$ cat config.mk
export PLATFORM = sky130hd
export DESIGN_NAME = skew_deskew_buffer_flat
export DESIGN_NICKNAME = d
export VERILOG_FILES = /design/src/rtl/skew_pkg.sv /design/src/rtl/skew_deskew_buffer_if.sv /design/src/rtl/skew_lane.sv /design/src/rtl/skew_deskew_buffer.sv /design/src/flat_wrapper.sv
export SDC_FILE = /design/constraint.sdc
export NUM_CORES = 1
export LEC_CHECK = 0
export BUFFER_PORTS_ARGS = -buffer_cell sky130_fd_sc_hd__buf_2
export CORE_MARGIN = 2
export CORE_UTILIZATION = 40
export DETAILED_ROUTE_END_ITERATION = 16
export PLACE_DENSITY = 0.67
export SLEW_MARGIN = 20
export SYNTH_ARGS = -nofsm -noshare
export SYNTH_HDL_FRONTEND = slang
export SYNTH_HIERARCHICAL = 1
export SYNTH_SLANG_ARGS = --single-unit
$ cat constraint.sdc
create_clock -name clk -period 6.8 [get_ports clk]
set_clock_uncertainty 0.2 [all_clocks]
set_input_delay 1.36 -clock clk [delete_from_list [all_inputs] [get_ports clk]]
set_output_delay 1.36 -clock clk [all_outputs]
set_load 0.005 [all_outputs]
$ cat src/rtl/skew_pkg.sv
// ============================================================================
// skew_pkg: shared FSM states, mode encodings and lane-slice helper.
// Rev 1.0
// ============================================================================
`default_nettype none

package skew_pkg;

    typedef enum logic [1:0] {
        RUN    = 2'd0,
        DRAIN  = 2'd1,
        SWITCH = 2'd2
    } state_t;

    localparam logic MODE_SKEW   = 1'b0;
    localparam logic MODE_DESKEW = 1'b1;

    function automatic int lane_lsb(input int lane, input int wl);
        return lane * wl;
    endfunction

endpackage

`default_nettype wire

$ cat src/rtl/skew_deskew_buffer_if.sv
// ============================================================================
// skew_deskew_buffer_if: data/handshake/mode bundle of the deskew buffer.
// Rev 1.0
// ============================================================================
`default_nettype none

interface skew_deskew_buffer_if #(
    parameter int WL    = 8,
    parameter int LANES = 8
);
    logic                en;
    logic                flush;
    logic                mode_req;
    logic                in_valid;
    logic                in_ready;
    logic [LANES*WL-1:0] din;
    logic [LANES*WL-1:0] dout;
    logic [LANES-1:0]    out_valid;
    logic                mode_cur;
    logic                busy;

    modport master (
        output en, flush, mode_req, in_valid, din,
        input  in_ready, dout, out_valid, mode_cur, busy
    );

    modport slave (
        input  en, flush, mode_req, in_valid, din,
        output in_ready, dout, out_valid, mode_cur, busy
    );
endinterface

`default_nettype wire

$ cat src/rtl/skew_lane.sv
// ============================================================================
// skew_lane: one WL+1-bit stallable delay chain with a runtime output tap.
// Rev 1.0
// ============================================================================
`default_nettype none

module skew_lane #(
    parameter int WL    = 8,
    parameter int DEPTH = 7,
    parameter int TAP_W = 3
) (
    input  wire logic             clk,
    input  wire logic             rst,
    input  wire logic             en,
    input  wire logic             flush,
    input  wire logic             shift_valid,
    input  wire logic [WL-1:0]    din,
    input  wire logic [TAP_W-1:0] tap,
    output logic      [WL-1:0]    dout,
    output logic                  out_valid,
    output logic                  any_valid
);
    logic [DEPTH:1] r_valid;
    logic [WL-1:0]  r_data [1:DEPTH];

    always_ff @(posedge clk) begin
        if (rst) begin
            r_valid <= '0;
            for (int k = 1; k <= DEPTH; k++) begin
                r_data[k] <= '0;
            end
        end else if (flush) begin
            r_valid <= '0;
        end else if (en) begin
            r_valid[1] <= shift_valid;
            r_data[1]  <= din;
            for (int k = 2; k <= DEPTH; k++) begin
                r_valid[k] <= r_valid[k-1];
                r_data[k]  <= r_data[k-1];
            end
        end
    end

    // Tap 0 is a combinational bypass; delayed taps only strobe on advancing cycles.
    always_comb begin
        dout      = din;
        out_valid = shift_valid;
        for (int k = 1; k <= DEPTH; k++) begin
            if (int'(tap) == k) begin
                dout      = r_data[k];
                out_valid = r_valid[k] & en & ~flush;
            end
        end
    end

    assign any_valid = |r_valid;

endmodule

`default_nettype wire

$ cat src/rtl/skew_deskew_buffer.sv
// ============================================================================
// skew_deskew_buffer: per-lane skew/deskew stage with drain-safe mode switch.
// Rev 1.0
// ============================================================================
`default_nettype none

module skew_deskew_buffer
    import skew_pkg::*;
#(
    parameter int WL       = 8,
    parameter int LANES    = 8,
    parameter bit MODE_RST = 1'b0
) (
    input wire logic            clk,
    input wire logic            rst,
    skew_deskew_buffer_if.slave bus
);
    localparam int TAP_W = $clog2(LANES);

    state_t              r_state;
    state_t              w_state_nxt;
    logic                r_mode;
    logic                w_mode_nxt;
    logic                w_in_ready;
    logic                w_acc;
    logic [LANES-1:0]    w_lane_any;
    logic [LANES-1:0]    w_out_valid;
    logic [LANES*WL-1:0] w_dout;

    assign w_in_ready = (r_state == RUN);
    assign w_acc      = bus.in_valid & w_in_ready & bus.en;

    for (genvar i = 0; i < LANES; i++) begin : g_lane
        logic [TAP_W-1:0] w_tap;

        assign w_tap = (r_mode == MODE_DESKEW) ? TAP_W'(LANES - 1 - i) : TAP_W'(i);

        skew_lane #(
            .WL    (WL),
            .DEPTH (LANES - 1),
            .TAP_W (TAP_W)
        ) u_lane (
            .clk         (clk),
            .rst         (rst),
            .en          (bus.en),
            .flush       (bus.flush),
            .shift_valid (w_acc),
            .din         (bus.din[lane_lsb(i, WL) +: WL]),
            .tap         (w_tap),
            .dout        (w_dout[lane_lsb(i, WL) +: WL]),
            .out_valid   (w_out_valid[i]),
            .any_valid   (w_lane_any[i])
        );
    end

    always_ff @(posedge clk) begin
        if (rst) begin
            r_state <= RUN;
            r_mode  <= MODE_RST;
        end else begin
            r_state <= w_state_nxt;
            r_mode  <= w_mode_nxt;
        end
    end

    // Mode only changes in SWITCH, after every in-flight valid has left the chains.
    always_comb begin
        w_state_nxt = r_state;
        w_mode_nxt  = r_mode;
        if (bus.flush) begin
            w_state_nxt = RUN;
        end else begin
            case (r_state)
                RUN:     if (bus.mode_req != r_mode) w_state_nxt = DRAIN;
                DRAIN:   if (!(|w_lane_any)) w_state_nxt = SWITCH;
                SWITCH: begin
                    w_mode_nxt  = bus.mode_req;
                    w_state_nxt = RUN;
                end
                default: w_state_nxt = RUN;
            endcase
        end
    end

    assign bus.in_ready  = w_in_ready;
    assign bus.busy      = (r_state != RUN);
    assign bus.mode_cur  = r_mode;
    assign bus.dout      = w_dout;
    assign bus.out_valid = w_out_valid;

endmodule

`default_nettype wire
$ cat src/flat_wrapper.sv
// flat-port wrapper written by rule: the top's interface ports become plain ports
module skew_deskew_buffer_flat import skew_pkg::*;
#(
    parameter int WL       = 8,
    parameter int LANES    = 8,
    parameter bit MODE_RST = 1'b0
)
  (clk, rst, bus_en, bus_flush, bus_mode_req, bus_in_valid, bus_din, bus_in_ready, bus_dout, bus_out_valid, bus_mode_cur, bus_busy);
  skew_deskew_buffer_if #(.WL(WL), .LANES(LANES)) bus_i ();
  input wire logic clk;
  input wire logic rst;
  input wire logic [$bits(bus_i.en)-1:0] bus_en;
  input wire logic [$bits(bus_i.flush)-1:0] bus_flush;
  input wire logic [$bits(bus_i.mode_req)-1:0] bus_mode_req;
  input wire logic [$bits(bus_i.in_valid)-1:0] bus_in_valid;
  input wire logic [$bits(bus_i.din)-1:0] bus_din;
  output wire logic [$bits(bus_i.in_ready)-1:0] bus_in_ready;
  output wire logic [$bits(bus_i.dout)-1:0] bus_dout;
  output wire logic [$bits(bus_i.out_valid)-1:0] bus_out_valid;
  output wire logic [$bits(bus_i.mode_cur)-1:0] bus_mode_cur;
  output wire logic [$bits(bus_i.busy)-1:0] bus_busy;
  assign bus_i.en = bus_en;
  assign bus_i.flush = bus_flush;
  assign bus_i.mode_req = bus_mode_req;
  assign bus_i.in_valid = bus_in_valid;
  assign bus_i.din = bus_din;
  assign bus_in_ready = bus_i.in_ready;
  assign bus_dout = bus_i.dout;
  assign bus_out_valid = bus_i.out_valid;
  assign bus_mode_cur = bus_i.mode_cur;
  assign bus_busy = bus_i.busy;
  skew_deskew_buffer #(.WL(WL), .LANES(LANES), .MODE_RST(MODE_RST)) u_core (.clk(clk), .rst(rst), .bus(bus_i));
endmodule
---- Word level (Yosys, flattened, before mapping) ----
Memory sizes are Yosys's and may differ from the RTL's.
Cells that the tools add are included.
word-level totals
  bits of input ports ..................... 70
  register bits ........................... 59
  word-level logic and storage cells ...... 441
  bits in writable memories ............... 448
  memories kept ........................... 8
cells by class
  eq/ne operators ......................... 61
  bitwise gates (word level) .............. 171
  reduce and logical (&&, ||, !) cells .... 6
  muxes and demuxes ....................... 185
memory list
  memory                          words  width  read ports  clocked after memory_dff  write ports  line             text
  u_core.g_lane[0].u_lane.r_data  7      8      7           0                         7            skew_lane.sv:24  logic [WL-1:0] r_data [1:DEPTH];
  u_core.g_lane[1].u_lane.r_data  7      8      7           0                         7            skew_lane.sv:24
  u_core.g_lane[2].u_lane.r_data  7      8      7           0                         7            skew_lane.sv:24
  u_core.g_lane[3].u_lane.r_data  7      8      7           0                         7            skew_lane.sv:24
  u_core.g_lane[4].u_lane.r_data  7      8      7           0                         7            skew_lane.sv:24
  u_core.g_lane[5].u_lane.r_data  7      8      7           0                         7            skew_lane.sv:24
  +2 memories                     -      -      -           -                         -            -
operators by type and width
  kind                count
  $mux 8              112
  $and 1x1->1         114
  $eq 3x3->1 const B  32
  $mux 1              62
  $or 1x1->1          56
  $reduce_or 56->1    1
  $eq 3x2->1 const B  16
  $eq 3x1->1 const B  8
  $mux 3              8
  $mux 2              2
  $ne 2x2->1 const B  2
  $pmux 2 s2          1
  $reduce_and 2->1    2
  $eq 2x1->1 const B  1
  $eq 2x2->1 const B  1
  $logic_not 2->1     1
  $reduce_bool 2->1   1
  $reduce_or 2->1     1
  $ne 1x1->1          1
  $not 1->1           1

---- Logic depth before layout (Yosys ltp) ----
  word-level depth ........................ 10
  depth in mapped cells ................... 7
  gate-level depth less buffers ........... 5

---- Hierarchy ----
Netlist, hierarchy kept.
by module, submodules not included
  module                                   sequential area each (um^2)  area each (um^2)  times used  cells an instance
  skew_lane (u_core.g_lane[1].u_lane ...)  1821.7                       3170.5            7           230
  skew_lane (u_core.g_lane[0].u_lane)      1821.7                       3169.3            1           230
  skew_deskew_buffer                       60.1                         166.4             1           18

---- Worst setup path after synthesis ----
No wires, ideal clock.
  path type ............................... register -> output
  from .................................... reg u_core.r_mode (netlist: u_core/bus.mode_cur)
  to ...................................... out bus_out_valid[1]
  stages on the path, launching flop included .. 8
  arrival time ............................ 2455 ps
  setup slack ............................. 2785 ps
  data required time ...................... 5240 ps
  cell sequence ........................... dfxtp_1 inv_1 buf_6 buf_8 nand2b_4 nor4b_2 a31oi_1 a41oi_1
between the ends
  cells in the longest elaborated chain, start to end .. 9
RTL lines
  what                           line                      text
  start, declared                skew_deskew_buffer.sv:22  logic r_mode;
  start signal, assigned         skew_deskew_buffer.sv:62  r_mode <= w_mode_nxt;
  $mux 3 *                       skew_deskew_buffer.sv:36  assign w_tap = (r_mode == MODE_DESKEW) ? TAP_W'(LANES - 1 - i) : TAP_W'(i);
  via u_core.g_lane[1].w_tap[0]  skew_deskew_buffer.sv:34  logic [TAP_W-1:0] w_tap;
  $eq 3x2->1                     skew_lane.sv:49           if (int'(tap) == k) begin
  $mux 1 (6 in a row)            skew_lane.sv:49
  $mux 1 *                       skew_lane.sv:49
  end, declared                  flat_wrapper.sv:19        output wire logic [$bits(bus_i.out_valid)-1:0] bus_out_valid;
Mark *: on every way through the listed nets, which the timed path passes. The rest lies on a longest branch.

---- Final worst setup path ----
  from .................................... in bus_en
  to ...................................... out bus_out_valid[6]
between the ends
  cells in the longest elaborated chain, start to end .. 9
RTL lines
  what                      line                text
  start, declared           flat_wrapper.sv:12  input wire logic [$bits(bus_i.en)-1:0] bus_en;
  $and 1x1->1 (2 in a row)  skew_lane.sv:51     out_valid = r_valid[k] & en & ~flush;
  $mux 1 (6 in a row)       skew_lane.sv:49
  $mux 1 *                  skew_lane.sv:49
Mark *: on every way between the ends. The rest lies on a longest branch, timed or not.

==> flow_summary.ini <==
[setup_path]
criticalPathCategory = primary input to primary output
required_ns = 5.24
arrival_ns = 3.43
cp_max_fo = 35
start_kind = primary input
endpoint_kind = primary output
r2r_slack_ns = 4.70

[pwr]
p_per_area_nw_per_um2 = 244
power.total_mw = 6.95
leakagePower_nw = 11.0
ir_drop_mv = 0.192

[floorplan]
io_pins = 145
dieArea_um2 = 65900
coreArea_um2 = 63100
row_count = 92
start_util_pct = 40.5
die-width_um = 257
fp.dieH_um = 257

[cts]
clkSlewWorstSetupHoldPaths_ns = 0.05
cts_tree = built
clk_path_buf_depth = 3
cts.sinks = 507
post-cts-setup-buffers = 0
htreeDepth = 2
ctsResizeCount = 0
cts_made_buffers = 55
postCtsHoldBufs = 0
clk-insertion-delay-late_ns = 0.60
cts_root_buffer = clkbuf_16

[timing]
worst_pin_slew_ns = 1.17
slew_violations = 0
report.final.hold_viol_count = 0
hold_ws_ns = 0.339
slew_headroom_pct = 22.2
min_period_over_period_pct = 73.3
rsz0062_at_grt = no
final-setup-viol-count = 0
final.setup.worst_slack_ns = 1.81
fmax_ghz = 0.200
finalSetupTns_ns = 0
fin_crit_ns = 4.99

[job]
max_cap_violations = 0

[logic_synthesis]
yosysSeqAreaShare_pct = 57.3
syn_nets = 1928
yosysTopAreaCell = edfxtp_1
synthCells = 1858
synth_top_cell_area_share_pct = 52.7
yosysWarnings = 6
yosys-top-cells-area = edfxtp_1, and2_1, mux4_1
ys_seq_elements = 507
syn_area_um2 = 25500
syn_avg_cell_area_um2 = 13.7
synth.distinct_cells = 43

[grt]
antenna_found_initial = 0
grtUsageTotal_pct = 14.4
grt_pass1_vias = 14800
grt.overflow.total = 0
grt_pass1_wl_um = 79000
grt_max_degree = 210

[place]
dp_hpwl_um = 28000
postPlaceCellArea_um2 = 26700
preCtsSetupSlack_ns = 1.80
gp_congestion = 0.732
dp.cells = 2728
numPortBuffers = 144

[hold_path]
hold_class = register to register

[final_layout]
area_delta_synth_final_pct = 11.4
design_area_um2 = 28400
num-fill-cells = 5669
fin_util_pct = 45.1
final_nets = 2009
layout-drive-gt1-share_pct = 18.3
n_antenna_cell = 0
finalNonFillerCells = 2827

[detailed_routing]
via_count = 14800
drtPass1Iterations = 5
drcViolationCount = 0
totalWireLength_um = 48000
avgRoutedWirePerCell_um = 17.0
drt-vias-per-instance = 5.25
ant_nets = 0
drt_iter0_drc = 1056

[run_status]
outcome = finished clean
## flip-flops by register name (all words and copies together) (netlist names)
name and cells:
u_core/g_lane.u_lane/r_data 448, u_core/g_lane.u_lane/r_valid 56, u_core/r_state 2, u_core/bus.mode_cur 1
## cell usage in the layout, fill, tap and decap left out, drive strengths merged, types with 9 or more instances in the layout
master / instances
and2: 448
edfxtp: 448
buf: 168
mux2i: 105
nor2: 83
mux4: 80
mux2: 80
clkbuf: 70
nand2: 64
dfxtp: 59
o21ai: 57
nand2b: 48
a22oi: 24
a31o: 24
o221ai: 24
a32oi: 24
o311ai: 24
clkinv: 22
a31oi: 16
nor2b: 15
nor4: 10
xor2: 9
nor3: 9
and4: 9
## area by class of cell
cell class,count,area [um2],share of cell area [%]
sequential,507,14600,51.5
clock buffer,70,1480,5.19
inverter,2,15.0,0.0528
tap,846,1060,3.72
clock inverter,29,255,0.897
multi-input combinational,1205,10100,35.4
timing repair buffer,168,941,3.31
## metal layers
layer  up-vias  part of all wire (%)  track usage (%)  wire, um
li1       7161                     -                -         -
met1      7385                    47             19.9     22700
met2       212                    47             23.1     22400
met3        70                   3.7             2.72      1800
met4         0                   2.2             4.28      1080
met5         -                     0                0         0
## cell families (layout without fill, tap and decap cells)
logic type      count (synthesis)  in the layout  synth area share (%)
compound gates                217            217                  6.37
flops                         507            507                  57.3
simple gates                  714            714                  16.6
mux                           265            265                  15.9
xor+xnor                        9              9                 0.309
buf+inv                       146            269                  3.47
## path summary, 6_finish.rpt
| kind | depth (start not counted) | end | start |
|---|---|---|---|
| worst max-delay path | 7 | bus_out_valid[6] | bus_en |
| worst max register to register | 4 | u_core/g_lane[2].u_lane/r_valid[1] | u_core/r_state[0] |
| worst min register to register | 2 | u_core/g_lane[3].u_lane/r_valid[7] | u_core/g_lane[3].u_lane/r_valid[7] |
| worst min-delay path | 2 | u_core/g_lane[3].u_lane/r_valid[7] | u_core/g_lane[3].u_lane/r_valid[7] |
## synth_stat cells (all sizes together)
cell type and n:
a21boi 8, a22oi 24, a31o 24, a31oi 16, a32oi 24, a41oi 8, and2 448, and2b 1
and3 2, and4 9, buf 120, clkbuf 24, dfxtp 59, edfxtp 448, inv 2, mux2 80
mux2i 105, mux4 80, nand2 64, nand2b 48, nand3 8, nor2 83, nor2b 15, nor3 9
nor3b 1, nor4 10, nor4b 8, o21ai 57, o221a 8, o221ai 24, o311ai 24, or2 8
xor2 9
## where the power goes
part           switching, mW  internal, mW
clock network           1.20          1.71
registers             0.0782          3.57
logic                  0.216         0.177
## critical path, stage by stage
cell and delay, ns:
buf_4 0.42, buf_4 0.49, nor2b_1 0.31, a21boi_0 0.15
o221a_2 0.29, a41oi_1 0.18, buf_2 0.17
Power figures use the tool's default switching activity.
